## config.mk

```make
export PLATFORM = sky130hd
export DESIGN_NAME = if_fetch_unit_flat
export DESIGN_NICKNAME = d
export VERILOG_FILES = /design/src/rtl/if_fetch_unit_pkg.sv /design/src/rtl/if_fetch_unit_if.sv /design/src/rtl/if_fetch_unit_icache_dm.sv /design/src/rtl/if_fetch_unit.sv /design/src/flat_wrapper.sv
export SDC_FILE = /design/constraint.sdc
export NUM_CORES = 2
export LEC_CHECK = 0
export BUFFER_PORTS_ARGS = -buffer_cell sky130_fd_sc_hd__buf_2
export CORE_UTILIZATION = 30
export CTS_CLUSTER_DIAMETER = 30
export CTS_CLUSTER_SIZE = 30
export DETAILED_ROUTE_END_ITERATION = 10
export PLACE_DENSITY = 0.43
export SYNTH_ARGS = -nofsm -noshare
export SYNTH_HDL_FRONTEND = slang
export SYNTH_SLANG_ARGS = --single-unit
```

## constraint.sdc

```tcl
create_clock -name clk -period 6.2 [get_ports clk]
set_clock_uncertainty 0.2 [all_clocks]
set_input_delay 0.62 -clock clk [delete_from_list [all_inputs] [get_ports clk]]
set_output_delay 0.62 -clock clk [all_outputs]
set_load 0.02 [all_outputs]
```

## src/rtl/if_fetch_unit_pkg.sv

```systemverilog
// Shared types and helpers for the instruction-fetch stage.
package if_fetch_unit_pkg;

    localparam int STALL_W = 6;
    localparam int INST_W  = 32;

    typedef enum logic {
        IF_IDLE   = 1'b0,
        IF_REFILL = 1'b1
    } if_state_e;

    // Little-endian byte assembly: lane 0 lands in bits [7:0].
    function automatic logic [INST_W-1:0] set_lane(input logic [INST_W-1:0] word,
                                                   input logic [1:0]        lane,
                                                   input logic [7:0]        data);
        logic [INST_W-1:0] res;
        res = word;
        case (lane)
            2'd0:    res[7:0]   = data;
            2'd1:    res[15:8]  = data;
            2'd2:    res[23:16] = data;
            default: res[31:24] = data;
        endcase
        return res;
    endfunction

endpackage

```

## src/rtl/if_fetch_unit_if.sv

```systemverilog
// Byte-serial refill bus between the fetch stage (master) and the memory controller (slave).
interface if_fetch_unit_if #(parameter int ADDR_W = 32);
    logic              mem_req_o;
    logic [ADDR_W-1:0] mem_addr_o;
    logic              mem_ack_i;
    logic [7:0]        mem_byte_i;

    modport master (output mem_req_o, output mem_addr_o, input mem_ack_i, input mem_byte_i);
    modport slave  (input mem_req_o, input mem_addr_o, output mem_ack_i, output mem_byte_i);
endinterface

```

## src/rtl/if_fetch_unit_icache_dm.sv

```systemverilog
// Direct-mapped one-word-per-line I-cache: combinational lookup, synchronous write port.
module icache_dm #(
    parameter int IDX_W  = 6,
    parameter int ADDR_W = 32
) (
    input  logic              clk,
    input  logic              rst,
    input  logic [ADDR_W-3:0] rd_waddr_i,
    output logic              hit_o,
    output logic [31:0]       rd_data_o,
    input  logic              we_i,
    input  logic [ADDR_W-3:0] wr_waddr_i,
    input  logic [31:0]       wr_data_i
);
    localparam int LINES = 1 << IDX_W;
    localparam int TAG_W = ADDR_W - 2 - IDX_W;

    logic [LINES-1:0] valid_q;
    logic [TAG_W-1:0] tag_q  [LINES];
    logic [31:0]      data_q [LINES];
    logic [IDX_W-1:0] rd_idx;
    logic [IDX_W-1:0] wr_idx;

    assign rd_idx    = rd_waddr_i[IDX_W-1:0];
    assign wr_idx    = wr_waddr_i[IDX_W-1:0];
    assign hit_o     = valid_q[rd_idx] && (tag_q[rd_idx] == rd_waddr_i[ADDR_W-3:IDX_W]);
    assign rd_data_o = data_q[rd_idx];

    always_ff @(posedge clk) begin
        if (rst) begin
            valid_q <= '0;
        end else if (we_i) begin
            valid_q[wr_idx] <= 1'b1;
        end
    end

    // Tag/data arrays carry no reset; the valid bits alone gate a hit.
    always_ff @(posedge clk) begin
        if (we_i) begin
            tag_q[wr_idx]  <= wr_waddr_i[ADDR_W-3:IDX_W];
            data_q[wr_idx] <= wr_data_i;
        end
    end

endmodule

```

## src/rtl/if_fetch_unit.sv

```systemverilog
// Instruction-fetch stage: I-cache lookup, byte-serial refill FSM and the IF/ID register.
module if_fetch_unit
    import if_fetch_unit_pkg::*;
#(
    parameter int IDX_W  = 6,
    parameter int ADDR_W = 32
) (
    input  logic               clk,
    input  logic               rst,
    input  logic [STALL_W-1:0] stall_state,
    input  logic               flush_i,
    input  logic [ADDR_W-1:0]  pc_i,
    input  logic               jmp_i,
    if_fetch_unit_if.master    mem,
    output logic               stall_req_o,
    output logic               id_valid_o,
    output logic [INST_W-1:0]  id_inst_o,
    output logic [ADDR_W-1:0]  id_pc_o,
    output logic               id_jmp_o
);
    if_state_e          state_q, state_d;
    logic [1:0]         cnt_q, cnt_d;
    logic [ADDR_W-1:0]  lpc_q, lpc_d;
    logic               ljmp_q, ljmp_d;
    logic [INST_W-1:0]  word_q, word_d;
    logic               pend_q, pend_d;
    logic               id_valid_q, id_valid_d;
    logic [INST_W-1:0]  id_inst_q, id_inst_d;
    logic [ADDR_W-1:0]  id_pc_q, id_pc_d;
    logic               id_jmp_q, id_jmp_d;

    logic               hold, hit, last_ack, stall_req, mem_req;
    logic [ADDR_W-1:0]  mem_addr;
    logic [INST_W-1:0]  cache_word, asm_word;
    logic               unused_stall;

    assign hold         = stall_state[1];
    assign unused_stall = ^{stall_state[STALL_W-1:2], stall_state[0]};
    assign asm_word     = set_lane(word_q, cnt_q, mem.mem_byte_i);
    assign last_ack     = (state_q == IF_REFILL) && mem.mem_ack_i && (cnt_q == 2'd3);

    icache_dm #(.IDX_W(IDX_W), .ADDR_W(ADDR_W)) u_icache (
        .clk        (clk),
        .rst        (rst),
        .rd_waddr_i (pc_i[ADDR_W-1:2]),
        .hit_o      (hit),
        .rd_data_o  (cache_word),
        .we_i       (last_ack),
        .wr_waddr_i (lpc_q[ADDR_W-1:2]),
        .wr_data_i  (asm_word)
    );

    always_comb begin
        state_d    = state_q;
        cnt_d      = cnt_q;
        lpc_d      = lpc_q;
        ljmp_d     = ljmp_q;
        word_d     = word_q;
        pend_d     = pend_q;
        id_valid_d = hold ? id_valid_q : 1'b0;
        id_inst_d  = id_inst_q;
        id_pc_d    = id_pc_q;
        id_jmp_d   = id_jmp_q;
        stall_req  = 1'b0;
        mem_req    = 1'b0;
        mem_addr   = '0;
        case (state_q)
            IF_IDLE: begin
                if (pend_q) begin
                    // A refill finished under stall; hand it over once IF/ID is free.
                    if (!flush_i && !hold) begin
                        id_valid_d = 1'b1;
                        id_inst_d  = word_q;
                        id_pc_d    = lpc_q;
                        id_jmp_d   = ljmp_q;
                        pend_d     = 1'b0;
                    end
                end else if (!hit) begin
                    stall_req = !flush_i;
                    if (!flush_i) begin
                        lpc_d   = pc_i;
                        ljmp_d  = jmp_i;
                        cnt_d   = 2'd0;
                        word_d  = '0;
                        state_d = IF_REFILL;
                    end
                end else if (!flush_i && !hold) begin
                    id_valid_d = 1'b1;
                    id_inst_d  = cache_word;
                    id_pc_d    = pc_i;
                    id_jmp_d   = jmp_i;
                end
            end
            IF_REFILL: begin
                mem_req   = 1'b1;
                mem_addr  = {lpc_q[ADDR_W-1:2], cnt_q};
                stall_req = 1'b1;
                if (!flush_i && mem.mem_ack_i) begin
                    word_d = asm_word;
                    cnt_d  = cnt_q + 2'd1;
                    if (cnt_q == 2'd3) begin
                        state_d = IF_IDLE;
                        if (hold) begin
                            pend_d = 1'b1;
                        end else begin
                            id_valid_d = 1'b1;
                            id_inst_d  = asm_word;
                            id_pc_d    = lpc_q;
                            id_jmp_d   = ljmp_q;
                        end
                    end
                end
            end
            default: state_d = IF_IDLE;
        endcase
        // Mispredict beats stall and hit; a coincident 4th ack still fills the cache.
        if (flush_i) begin
            state_d    = IF_IDLE;
            cnt_d      = 2'd0;
            pend_d     = 1'b0;
            id_valid_d = 1'b0;
        end
    end

    always_ff @(posedge clk) begin
        if (rst) begin
            state_q    <= IF_IDLE;
            cnt_q      <= 2'd0;
            pend_q     <= 1'b0;
            id_valid_q <= 1'b0;
            id_inst_q  <= '0;
            id_pc_q    <= '0;
            id_jmp_q   <= 1'b0;
        end else begin
            state_q    <= state_d;
            cnt_q      <= cnt_d;
            pend_q     <= pend_d;
            id_valid_q <= id_valid_d;
            id_inst_q  <= id_inst_d;
            id_pc_q    <= id_pc_d;
            id_jmp_q   <= id_jmp_d;
        end
    end

    always_ff @(posedge clk) begin
        lpc_q  <= lpc_d;
        ljmp_q <= ljmp_d;
        word_q <= word_d;
    end

    assign stall_req_o    = stall_req && !rst;
    assign mem.mem_req_o  = mem_req;
    assign mem.mem_addr_o = mem_addr;
    assign id_valid_o     = id_valid_q;
    assign id_inst_o      = id_inst_q;
    assign id_pc_o        = id_pc_q;
    assign id_jmp_o       = id_jmp_q;

endmodule
```

## src/flat_wrapper.sv

```systemverilog
// flat-port wrapper written by rule: the top's interface ports become plain ports
module if_fetch_unit_flat import if_fetch_unit_pkg::*;
#(
    parameter int IDX_W  = 6,
    parameter int ADDR_W = 32
)
  (clk, rst, stall_state, flush_i, pc_i, jmp_i, stall_req_o, id_valid_o, id_inst_o, id_pc_o, id_jmp_o, mem_mem_req_o, mem_mem_addr_o, mem_mem_ack_i, mem_mem_byte_i);
  if_fetch_unit_if #(.ADDR_W(ADDR_W)) mem_i ();
  input  logic clk;
  input  logic rst;
  input  logic [STALL_W-1:0] stall_state;
  input  logic flush_i;
  input  logic [ADDR_W-1:0] pc_i;
  input  logic jmp_i;
  output logic stall_req_o;
  output logic id_valid_o;
  output logic [INST_W-1:0] id_inst_o;
  output logic [ADDR_W-1:0] id_pc_o;
  output logic id_jmp_o;
  output wire logic [$bits(mem_i.mem_req_o)-1:0] mem_mem_req_o;
  output wire logic [$bits(mem_i.mem_addr_o)-1:0] mem_mem_addr_o;
  input wire logic [$bits(mem_i.mem_ack_i)-1:0] mem_mem_ack_i;
  input wire logic [$bits(mem_i.mem_byte_i)-1:0] mem_mem_byte_i;
  assign mem_mem_req_o = mem_i.mem_req_o;
  assign mem_mem_addr_o = mem_i.mem_addr_o;
  assign mem_i.mem_ack_i = mem_mem_ack_i;
  assign mem_i.mem_byte_i = mem_mem_byte_i;
  if_fetch_unit #(.IDX_W(IDX_W), .ADDR_W(ADDR_W)) u_core (.clk(clk), .rst(rst), .stall_state(stall_state), .flush_i(flush_i), .pc_i(pc_i), .jmp_i(jmp_i), .mem(mem_i), .stall_req_o(stall_req_o), .id_valid_o(id_valid_o), .id_inst_o(id_inst_o), .id_pc_o(id_pc_o), .id_jmp_o(id_jmp_o));
endmodule
```

# Yosys cells after proc, flatten, opt, wreduce, memory -nomap -nowiden
# Memories as Yosys holds them, arrays and structs flattened.
# Cells that the tools add are included.
# totals
ff_bits	199
ramBits	3584
in_bits	51
output_inout_bits	100
elab_cells	121
n_memories	2
# op_classes
addsub	1
n_lt_le_gt_ge	3
n_eq_ne	14
mux	67
n_bitwise	5
n_reduce_logical	18
# mem_list
memory	words	word_bits	read_ports	rd_clocked_by_memory_dff	wr	line_no	source
u_core.u_icache.data_q	64	32	1	0	1	if_fetch_unit_icache_dm.sv:20	logic [31:0] data_q [LINES];
u_core.u_icache.tag_q	64	24	1	0	1	if_fetch_unit_icache_dm.sv:19	logic [TAG_W-1:0] tag_q [LINES];
# ops
cell	count
$mux 32	19
$pmux 32 s2	3
$or 64x64->64	1
$mux 8	4
$mux 1	30
$eq 24x24->1	1
$lt 6x7->1 const B	2
$ne 2x2->1 const B	7
$pmux 1 s2	5
$reduce_and 4->1	2
$logic_and 1x1->1	7
$bmux 1 s6	1
$demux 1 s6	1
$ge 6x1->1 const B	1
$mux 2	3
$ne 3x3->1 const B	2
$reduce_and 3->1	2
$reduce_and 6->1	1
$eq 2x2->1 const B	2
$not 1->1	4
$pmux 2 s2	1
$logic_not 1->1	3
$ne 3x1->1 const B	1
$reduce_or 3->1	1
4 further kinds	4

# Logic depth before layout (Yosys ltp)
# depth
ltp_word	7
mapped_depth	20
depth_no_buf	11

# Cells and area by module
# A second synthesis with hierarchy kept.
# unflattened
hier_cells	6504
area_unflattened_um2	145323.1
# modules_own_cells
mod	n_inst	cells_per_inst	area_each_um2	seq_area_each_um2
icache_dm	1	5868	139206.0	108904.4
if_fetch_unit	1	636	6117.1	3353.2

# Worst setup path after synthesis
# Ideal clock, no wire load.
# synth_timing
path_type	input to register
start	in pc_i[2]
end	reg u_core.word_q[0], enable pin
t_arrival_ps	5238
t_required_ps	5568
path_slack_ps	330
stages	18
path_buffers	8
path_cell_list	buf_4 buf_4 buf_2 buf_2 buf_2 buf_2 mux2i_1 o22ai_1 o211ai_1 o2111ai_1 nor3_1 xor2_1 nand4_1 or4_1 o21ai_4 buf_6 buf_2 a21oi_1
# synth_via
elab_chain_cells	5
word_cells_on_any_way	7
cone_classes	eq/ne: 2; mux: 2; reduce/logical: 2; memory: 1
# synth_rtl
element	line_no	source
start: declaration	flat_wrapper.sv:13	input logic [ADDR_W-1:0] pc_i;
$mem_v2 64x24 / $bmux 1 s6 (equally long branches)	-	
$eq 24x24->1 / $mux 1 (equally long branches)	if_fetch_unit_icache_dm.sv:26	assign hit_o = valid_q[rd_idx] && (tag_q[rd_idx] == rd_waddr_i[ADDR_W-3:IDX_W]);
$logic_and 1x1->1 (*)	if_fetch_unit_icache_dm.sv:26	
$ne 2x2->1 (no source line) (*)	-	
$reduce_and 4->1 (no source line) (*)	-	
end signal: assignment	if_fetch_unit.sv:148	word_q <= word_d;
end: declaration	if_fetch_unit.sv:25	logic [INST_W-1:0] word_q, word_d;
# Every way passes the cells marked *; elsewhere a longest branch is shown, timed or not. The select of a mux whose other input is x is not followed.
# A chain may end at the register's enable or synchronous reset.

# Worst setup path after layout
# layout_timing
start	mem u_core.u_icache.tag_q[27][21] (netlist name)
end	out stall_req_o
# layout_via
elab_chain_cells	7
# layout_rtl
element	line_no	source
start: declaration	if_fetch_unit_icache_dm.sv:19	
$mem_v2 64x24	-	
$eq 24x24->1	if_fetch_unit_icache_dm.sv:26	
$logic_and 1x1->1	if_fetch_unit_icache_dm.sv:26	
$mux 1	if_fetch_unit.sv:78	end else if (!hit) begin
$mux 1	if_fetch_unit.sv:69	if (pend_q) begin
$pmux 1 s2	if_fetch_unit.sv:67	case (state_q)
$logic_and 1x1->1	if_fetch_unit.sv:151	assign stall_req_o = stall_req && !rst;
end: declaration	flat_wrapper.sv:15	output logic stall_req_o;
# No other way between the ends.

==> flow_summary.ini <==
[hold_path]
hold_class = in -> reg
hold_path_depth = 3

[setup_path]
end_kind = output port
endpoint = stall_req_o
crit_path_start_kind = flip-flop
rr_startpoint = u_core.u_icache.tag_q[27][21]
critPathKind = reg -> out
cpPeakStageDelay_ps = 540
path_cells = mux4_2 -> mux4_2 -> and3_1 -> or4_1 -> a2111oi_2 -> o2111ai_1 -> buf_4 -> or4_4 -> o21ai_0 -> buf_4 -> a21oi_1 -> buf_2
rrSetupSlack_ps = 1080
worstPathArrival_ps = 5230
cp_data_required_time_ps = 5380
critPathLaunch = u_core.u_icache.tag_q[27][21]
cp_slowest_cell = or4_4
cp_max_fo = 2
r2r_cells = 13

[grt]
grt_start_max_net_pins = 105
grt_usage_pct = 19.5
grt_pass1_wl_mm = 662
antenna_found_initial = 35
first_global_vias = 78700
gr-total-overflow = 0

[die]
ioPinCount = 151
core_area_mm2 = 0.483
die_h_um = 699
rows = 255
dieWidth_um = 699
fp.dieArea_mm2 = 0.488
start_util_pct = 30.2

[routing]
firstDrtPassIters = 5
postRouteWirelength_mm = 486
vias = 75900
drtIter0Drc = 8131
drc = 0
via_per_inst = 5.14
postRouteAntennaNets = 0
routedWlPerCell_um = 32.9

[pwr]
ir_drop_mv = 0.282
powerDensity_mw_per_mm2 = 401
leakage_nw = 61.3
clkPwrFrac_pct = 58.5
switching_share_pct = 21.8
combPwrFrac_pct = 3.7
sequentialPowerShare_pct = 37.8
switching_power_mw = 16.2
intPower_mw = 58.4
totalPowerFinal_mw = 74.7

[sta]
fin_crit_ps = 6050
worstMarginPinSlew_ps = 1410
rsz0062_at_grt = no
fmax_mhz = 165
setup_viol = 0
finalCritPeriodShare_pct = 97.5
finalHoldViolCount = 0
slew_violations = 0
relSlewSlack_pct = 5.98

[finish]
area_growth_pct = 27.8
final_cells = 14800
finalNetCount = 7660
fillers = 43500
layout_common_cells = 3649 x edfxtp_1, 936 x mux4_2, 831 x clkbuf_16
layout_commonest_cell = edfxtp_1
drive_above_1_share_pct = 35.5

[cts]
clock_latency_ps = 1100
clkSinkCount = 3783
cts_buffer_depth = 4
path_clk_slew_ps = 40
cts_tree = built
cts.root.buffer_cell = clkbuf_16
cts_buffers = 825
htree_levels = 6

[place]
dp_hpwl_mm = 260
dp.cells = 13200
portBuffers = 145
globalplace.congestion = 0.758

[synthesis]
synth-edff-count = 3649
synth_flop_cell = edfxtp_1
ys_top_cells_by_area = edfxtp_1 75%, mux4_2 14%, mux2i_1 2.7%
synthArstFlopShare_pct = 0
syn_area_per_cell_um2 = 22.1
synth_area_mm2 = 0.146
yosysTopAreaCell = edfxtp_1
yosysWarnings = 0
yosys.cell_types.count = 71
syn_inst = 6587
synth_top_area_share_pct = 75.2
ys_seq_area_share_pct = 77.1
ys_ff_latch = 3783
syn-num-nets = 6642

[run_status]
outcome = complete, no violations

[flow_run]
maxCapViolCount = 0
## stage by stage
stage	hold WS (ps)	area (um2)	util [%]	setup WS [ps]	TNS (ps)
finish	97.6	186000	38.5	155	0
global route	79.8	186000	38.5	0.301	0
CTS	7.14	186000	38.5	58.1	0
detailed placement	257	157000	32.6	-283	-1880
global placement	244	157000	32.6	-355	-4120
floorplan	235	146000	-	330	0
## logic make-up (layout without fill, tap and decap cells)
family,count (synthesis),after routing,share of synthesized area [%]
DFF,3783,3783,77.1
xor gates and xnor gates,24,24,0.144
buffers and inverters,401,2140,1.23
muxes,1371,1371,17.5
other,0,9,0
AOI/OAI and AO/OA,452,452,2.23
and+or+nand+nor,552,552,1.78
adders and majority gates,4,4,0.0344
## registers in the layout, indices dropped and copies added, names as in the netlist, 2 cells and up, named ones only
| name | flops |
|---|---|
| u_core.cnt_q | 2 |
| u_core.id_inst_o | 32 |
| u_core.id_pc_o | 32 |
| u_core.lpc_q | 32 |
| u_core.u_icache.data_q | 2048 |
| u_core.u_icache.tag_q | 1536 |
| u_core.u_icache.valid_q | 64 |
| u_core.word_q | 32 |
## routing by layer
metal	wire length (um)	part of all wire (%)	vias to the layer above	track usage [%]
met3	28800	5.9	681	3.28
met5	21	0.0043	-	0
met2	230000	47	2725	31.4
met1	216000	44	42200	27.5
li1	-	-	30300	-
met4	10600	2.2	4	4.71
## critical path, delay by kind of cell, from the launching register on
family	cells	cell delay (ps)
AND/OR/NAND/NOR	3	1290
multiplexers	2	1010
AO/OA/AOI/OAI	4	850
buffers and inverters	3	650
flip-flops	1	360
## cells in the mapped netlist, types with 36 or more instances
| cell type | n |
|---|---|
| a211oi_1 | 55 |
| a22oi_1 | 115 |
| buf_1 | 48 |
| clkbuf_1 | 196 |
| nand2_1 | 55 |
| buf_2 | 90 |
| mux2_2 | 36 |
| nand3_1 | 59 |
| nor2b_1 | 53 |
| mux4_2 | 936 |
| dfxtp_1 | 134 |
| and2_1 | 52 |
| mux2i_1 | 389 |
| nor2_1 | 262 |
| edfxtp_1 | 3649 |
| a21oi_1 | 89 |
## worst min-delay path by stage
stage,to,startpoint
after floorplan,u_core.u_icache.valid_q[18],u_core.u_icache.valid_q[18]
after global placement,u_core.u_icache.valid_q[54],u_core.u_icache.valid_q[54]
after detailed placement,u_core.u_icache.valid_q[15],u_core.u_icache.valid_q[15]
after CTS,u_core.word_q[6],mem_mem_byte_i[6]
after global routing,u_core.ljmp_q,jmp_i
final,u_core.word_q[6],mem_mem_byte_i[6]
## power by group through the flow
| stage | clock network [mW] | logic (mW) | registers [mW] |
|---|---|---|---|
| after floorplan | 0 | 1.55 | 28.8 |
| after detailed placement | 0 | 2.80 | 28.7 |
| after global placement | 0 | 2.76 | 28.7 |
| after global routing | 45.6 | 2.95 | 28.2 |
| after CTS | 44.3 | 2.83 | 28.2 |
| final | 43.7 | 2.78 | 28.2 |
## layout make-up
cell class	instances	area, um2	area share (%)
sequential	3783	112000	60.3
clock inverter	593	6900	3.71
tap	6425	8040	4.32
clock buffer	955	21400	11.5
inverter	25	101	0.0544
multi-input combinational	2403	32200	17.3
antenna	9	22.5	0.0121
timing repair buffer	567	5290	2.84
## what timing repair did
item | CTS | global route
endpoints found under the hold margin | 100 | 0
endpoints found under the setup margin | 1 | 1
resized for setup | 2 | 1
buffers inserted | 3 | 0
cloned | 0 | 0
hold buffers | 41 | 0
Power figures use the tool's default switching activity.
